[config.mk]
export PLATFORM = sky130hd
export DESIGN_NAME = multi_alu_pipe
export DESIGN_NICKNAME = d
export VERILOG_FILES = /design/src/rtl/alu_pkg.sv /design/src/rtl/alu_lane.sv /design/src/rtl/multi_alu_pipe.sv
export SDC_FILE = /design/constraint.sdc
export NUM_CORES = 1
export LEC_CHECK = 0
export BUFFER_PORTS_ARGS = -buffer_cell sky130_fd_sc_hd__buf_2
export CAP_MARGIN = 10
export CORE_MARGIN = 2
export CORE_UTILIZATION = 35
export CTS_CLUSTER_SIZE = 25
export DETAILED_ROUTE_END_ITERATION = 16
export PLACE_DENSITY = 0.51
export SYNTH_ARGS = -nofsm -noshare
export SYNTH_HDL_FRONTEND = slang
export SYNTH_SLANG_ARGS = --single-unit
[constraint.sdc]
create_clock -name wb_clk_i -period 8.1 [get_ports wb_clk_i]
set_clock_uncertainty 0.15 [all_clocks]
set_input_delay 0.405 -clock wb_clk_i [delete_from_list [all_inputs] [get_ports wb_clk_i]]
set_output_delay 0.405 -clock wb_clk_i [all_outputs]
set_load 0.01 [all_outputs]
[src/rtl/alu_pkg.sv]
// alu_pkg: opcode encodings and opcode width shared by the ALU pipeline
package alu_pkg;
  localparam int OP_W = 3;
  typedef enum logic [OP_W-1:0] {
    OP_ADD   = 3'b000,
    OP_SUB   = 3'b001,
    OP_AND   = 3'b010,
    OP_OR    = 3'b011,
    OP_XOR   = 3'b100,
    OP_XNOR  = 3'b101,
    OP_ACC   = 3'b110,
    OP_PASSA = 3'b111
  } op_e;
endpackage

[src/rtl/alu_lane.sv]
// alu_lane: combinational single-lane ALU producing result and carry/no-borrow/overflow
module alu_lane import alu_pkg::*; #(
  parameter int WIDTH = 8
) (
  input  logic [WIDTH-1:0] a,
  input  logic [WIDTH-1:0] b,
  input  logic [WIDTH-1:0] acc,
  input  op_e              op,
  output logic [WIDTH-1:0] y,
  output logic             c
);
  logic [WIDTH:0] add, sub, sum;
  assign add = {1'b0, a} + {1'b0, b};
  assign sub = {1'b0, a} - {1'b0, b};
  assign sum = {1'b0, acc} + {1'b0, a};
  always_comb begin
    y = a;
    c = 1'b0;
    case (op)
      OP_ADD:  {c, y} = add;
      OP_SUB:  begin y = sub[WIDTH-1:0]; c = ~sub[WIDTH]; end
      OP_AND:  y = a & b;
      OP_OR:   y = a | b;
      OP_XOR:  y = a ^ b;
      OP_XNOR: y = ~(a ^ b);
      OP_ACC:  {c, y} = sum;
      default: y = a;
    endcase
  end
endmodule

[src/rtl/multi_alu_pipe.sv]
// multi_alu_pipe: two-stage multi-lane ALU pipeline with per-lane accumulators and valid/ready handshake
module multi_alu_pipe import alu_pkg::*; #(
  parameter int WIDTH    = 8,
  parameter int CHANNELS = 2,
  parameter int ACC_EN   = 1
) (
  input  logic                      wb_clk_i,
  input  logic                      wb_rst_ni,
  input  logic                      active,
  input  logic                      in_valid,
  output logic                      in_ready,
  input  logic [CHANNELS*WIDTH-1:0] a,
  input  logic [CHANNELS*WIDTH-1:0] b,
  input  logic [CHANNELS*OP_W-1:0]  op,
  input  logic                      acc_clr,
  output logic                      out_valid,
  input  logic                      out_ready,
  output logic [CHANNELS*WIDTH-1:0] result,
  output logic [CHANNELS-1:0]       carry,
  output logic [CHANNELS-1:0]       zero,
  output logic [CHANNELS-1:0]       parity
);
  logic                      s1_valid, s2_valid, adv1, adv2, move;
  logic [CHANNELS*WIDTH-1:0] s1_a, s1_b, y;
  logic [CHANNELS*OP_W-1:0]  s1_op;
  logic [CHANNELS-1:0]       c, z, p;
  assign adv2      = !s2_valid || out_ready;
  assign adv1      = !s1_valid || adv2;
  assign move      = active && adv2 && s1_valid;
  assign in_ready  = wb_rst_ni && active && adv1;
  assign out_valid = active && s2_valid;
  for (genvar k = 0; k < CHANNELS; k++) begin : g_lane
    op_e              raw, lop;
    logic [WIDTH-1:0] acc, base;
    assign raw  = op_e'(s1_op[k*OP_W +: OP_W]);
    assign lop  = (ACC_EN == 0 && raw == OP_ACC) ? OP_PASSA : raw;
    assign base = acc_clr ? '0 : acc;
    alu_lane #(.WIDTH(WIDTH)) u_lane (
      .a   (s1_a[k*WIDTH +: WIDTH]),
      .b   (s1_b[k*WIDTH +: WIDTH]),
      .acc (base),
      .op  (lop),
      .y   (y[k*WIDTH +: WIDTH]),
      .c   (c[k])
    );
    assign z[k] = ~|y[k*WIDTH +: WIDTH];
    assign p[k] = ^y[k*WIDTH +: WIDTH];
    always_ff @(posedge wb_clk_i)
      if (!wb_rst_ni) acc <= '0;
      else if (move && lop == OP_ACC) acc <= y[k*WIDTH +: WIDTH];
      else if (acc_clr) acc <= '0;
  end
  always_ff @(posedge wb_clk_i)
    if (!wb_rst_ni) begin
      s1_valid <= 1'b0;
      s2_valid <= 1'b0;
      result   <= '0;
      carry    <= '0;
      zero     <= '1;
      parity   <= '0;
    end else if (active) begin
      if (adv2) begin
        s2_valid <= s1_valid;
        if (s1_valid) begin
          result <= y;
          carry  <= c;
          zero   <= z;
          parity <= p;
        end
      end
      if (adv1) s1_valid <= in_valid;
    end
  always_ff @(posedge wb_clk_i)
    if (wb_rst_ni && active && adv1 && in_valid) begin
      s1_a  <= a;
      s1_b  <= b;
      s1_op <= op;
    end
endmodule

==> results_dict.tcl <==
set metrics [dict create \
    multiInputGateArea_um2 4060 \
    chipHeight_um 140 \
    cts-htree-levels 3 \
    synth_cell_type_count 75 \
    setup_tns_final_ns 0 \
    dr.pass1.iters 5 \
    worst_slew_margin_rel_pct 35.7 \
    clock_power_share_pct 38.2 \
    static-leakage-power_nw 3.04 \
    post-route-min-period_ns 3.60 \
    cts_setup_buffers 0 \
    chipWidth_um 140 \
    ctsRootBufferMaster "sky130_fd_sc_hd__clkbuf_16" \
    syn_avg_cell_area_um2 8.61 \
    layout.nets 922 \
    worst-setup-path-type "reg -> reg" \
    start_util_pct 35.9 \
    global_route.usage.total_pct 18.4 \
    final_min_period_over_clock_period_pct 44.5 \
    post_cts_resized 0 \
    layout.area.seq_um2 1940 \
    tritoncts_num_sinks 78 \
    grt_pass1_wl_um 28500 \
    hold_class "in -> reg" \
    timing.critical_path.arrival_ns 3.71 \
    synth_seq_cells 78 \
    critical_path.reg2reg.endpoint "parity[0]" \
    worst-endpoint-required_ns 8.21 \
    cell_chain_critical_path "ha_1 > fa_1 > a211oi_1 > nor2_1 > nor4_1 > o21ai_0 > nand4_1 > o21ai_0 > ha_1 > xnor2_1 > xnor2_1 > a211oi_1" \
    register_to_register_path_setup_slack_ns 4.50 \
    drt_first_iter_violations 325 \
    cts_tree "yes" \
    flow.area_growth_from_synthesis_pct 11.7 \
    filler_cell_count 1884 \
    critical_path.slowest_cell "sky130_fd_sc_hd__fa_1" \
    synth_ff_type "sky130_fd_sc_hd__dfxtp_1" \
    routed_wire_length_um 18000 \
    rsz_0062_raised_after_global_routing "false" \
    hpwl_um 13600 \
    gp_congestion 0.940 \
    sw_frac_of_total_pct 30.4 \
    cts_inserted_buffers 9 \
    coreArea_um2 18000 \
    worstRegToRegCells 12 \
    layout.cells.most_common "sky130_fd_sc_hd__ha_1" \
    rr_startpoint "s1_a[0]" \
    crit_path_max_incr_delay_ns 0.49 \
    cpLargestDelayFamily "adder cells" \
    final-setup-viol-count 0 \
    irDropWorstVdd_mv 0.104 \
    netlist_area_um2 6460 \
    antenna_found_initial 0 \
    hold_start "a[10]" \
    number_of_global_route_vias_before_repair 5437 \
    seq_power_share_pct 40.4 \
    finalHoldViolations 0 \
    post_drt_wl_per_cell_um 17.4 \
    worst-path-buf-inv 0 \
    most-common-layout-cells "74 x sky130_fd_sc_hd__ha_1, 67 x sky130_fd_sc_hd__buf_2, 62 x sky130_fd_sc_hd__nor2_1, 59 x sky130_fd_sc_hd__inv_1, 54 x sky130_fd_sc_hd__o21ai_0" \
    asyncSetResetFlopFracSynth_pct 0 \
    slew_violations 0 \
    number_of_hold_buffers_added_after_cts 0 \
    synth.yosys.seq_area_share_pct 30.0 \
    std_cell_rows 49 \
    remaining_drc_errors 0 \
    start_kind "flip-flop" \
    synth-edff-count 38 \
    power.net_switching_uw 335 \
    achievable-frequency_mhz 278 \
    gr-total-overflow 0 \
    cp-endpoint "parity[0]" \
    worst-path-max-fanout 4 \
    grt_start_max_net_pins 43 \
    run_status "finished clean" \
    crit_path_end_kind "flip-flop" \
    yosysWarningCount 0 \
    diodes 0 \
    power_density_nw_per_um2 152 \
    fp.dieArea_um2 19600 \
    post_synth_inst_count 751 \
    cts-root-to-sink-buffers 2 \
    power.total_mw 1.10 \
    syn_nets 875 \
    drv.max_cap_violation_count 0 \
    clock_latency_ns 0.36 \
    drtAntennaViolNets 0 \
    combinationalPowerShare_pct 21.4 \
    route.detailed.vias_per_inst 5.59 \
    clkSlewWorstSetupHoldPaths_ns 0.07 \
    timing.critical_path.depth 12 \
    source_of_the_critical_timing_path "s1_a[0]" \
    buffer_ports.inserted 67 \
    floorplan.io_pins 68 \
    timing_worst_slew_pin_value_ns 0.964 \
    dr_total_vias 5769 \
    internal-power_uw 765 \
    final_layout_size_suffix_gt1_share_pct 14.2 \
]
==> kinds of logic (layout without fill, tap and decap cells) <==
family	Yosys count	in the layout	synth area share, %
adder cells (fa/ha/maj)	80	80	16.2
flip-flops	78	78	30.0
buffers and inverters	100	152	7.09
AO/OA/AOI/OAI	225	225	23.6
AND/OR/NAND/NOR	239	239	18.5
multiplexers	14	14	2.63
XOR/XNOR	15	15	2.03
==> through the flow <==
stage / instances / setup WS [ns] / util (%) / area (µm²) / hold WS (ns)
finish: 1032 / 4.50 / 40.0 / 7220 / 0.0694
global route: 1032 / 4.26 / 40.0 / 7220 / 0.0520
CTS: 1032 / 4.53 / 40.0 / 7220 / 0.0554
detailed placement: 1016 / 4.41 / 38.4 / 6920 / 0.303
global placement: 1016 / 4.51 / 38.4 / 6920 / 0.297
floorplan: 751 / 4.79 / - / 6460 / 0.329
==> state kept, by name, summed over array words and instances, names as in the netlist, 2 cells and up <==
register,count
g_lane.acc,16
result,16
s1_a,16
s1_b,16
s1_op,6
carry,2
parity,2
zero,2
==> cells in the mapped netlist, types with 7 or more instances <==
cell type                  number  area [µm²]
sky130_fd_sc_hd__nor3_1        21         105
sky130_fd_sc_hd__nand2_1       49         184
sky130_fd_sc_hd__edfxtp_1      38        1140
sky130_fd_sc_hd__o21ai_0       54         270
sky130_fd_sc_hd__inv_1         59         221
sky130_fd_sc_hd__xnor2_1       15         131
sky130_fd_sc_hd__ha_1          74         926
sky130_fd_sc_hd__o31ai_1        8        60.1
sky130_fd_sc_hd__buf_2         14        70.1
sky130_fd_sc_hd__a221oi_1      10        87.6
sky130_fd_sc_hd__nor4_1         8        50.1
sky130_fd_sc_hd__mux2i_1        8        80.1
sky130_fd_sc_hd__nand2b_1      12        75.1
sky130_fd_sc_hd__o22ai_1        7        43.8
sky130_fd_sc_hd__a31oi_1       10        62.6
sky130_fd_sc_hd__nor2_1        62         233
sky130_fd_sc_hd__a21oi_1       43         215
sky130_fd_sc_hd__a211oi_1      23         173
sky130_fd_sc_hd__dfxtp_1       40         801
sky130_fd_sc_hd__a21o_1         8        60.1
sky130_fd_sc_hd__nand3_1       23         115
sky130_fd_sc_hd__nor2b_1       28         175
sky130_fd_sc_hd__clkbuf_1      12        45.0
==> worst register-to-register path, stage by stage (launching register included) <==
cell and delay [ns]:
sky130_fd_sc_hd__edfxtp_1 0.47, sky130_fd_sc_hd__ha_1 0.30, sky130_fd_sc_hd__fa_1 0.49, sky130_fd_sc_hd__a211oi_1 0.36, sky130_fd_sc_hd__nor2_1 0.12, sky130_fd_sc_hd__nor4_1 0.22
sky130_fd_sc_hd__o21ai_0 0.20, sky130_fd_sc_hd__nand4_1 0.23, sky130_fd_sc_hd__o21ai_0 0.15, sky130_fd_sc_hd__ha_1 0.33, sky130_fd_sc_hd__xnor2_1 0.17, sky130_fd_sc_hd__xnor2_1 0.10
sky130_fd_sc_hd__a211oi_1 0.23
==> layer usage <==
metal	up-vias	wire, µm	global-route usage, %	share of wire, %
li1	2847	-	-	-
met1	2754	7510	22.3	42
met2	137	9330	32.5	52
met3	31	690	3.44	3.8
met4	0	456	6.53	2.5
met5	-	0	0	0
==> how the worst min path moves through the flow <==
stage,to,cells after the start
floorplan,s2_valid,2
global placement,result[8],2
finish,s1_a[10],1
detailed placement,result[8],2
global route,s1_a[8],1
CTS,s1_b[8],1
==> power groups by stage <==
| stage | clock network, mW | registers, mW | logic (mW) |
|---|---|---|---|
| after floorplan | 0 | 0.449 | 0.175 |
| after global placement | 0 | 0.453 | 0.234 |
| after detailed placement | 0 | 0.453 | 0.236 |
| after CTS | 0.434 | 0.445 | 0.237 |
| after global routing | 0.448 | 0.447 | 0.263 |
| final | 0.420 | 0.444 | 0.236 |
==> final cells by class <==
type                    count  area share, %
multi-input cells         573           56.3
flip-flops and latches     78           26.9
repair buffers             74           5.37
well taps                 229           3.97
clock buffers              12           3.71
inverters                  62           3.26
clock inverters             4          0.485
(Power assumes the default switching activity.)
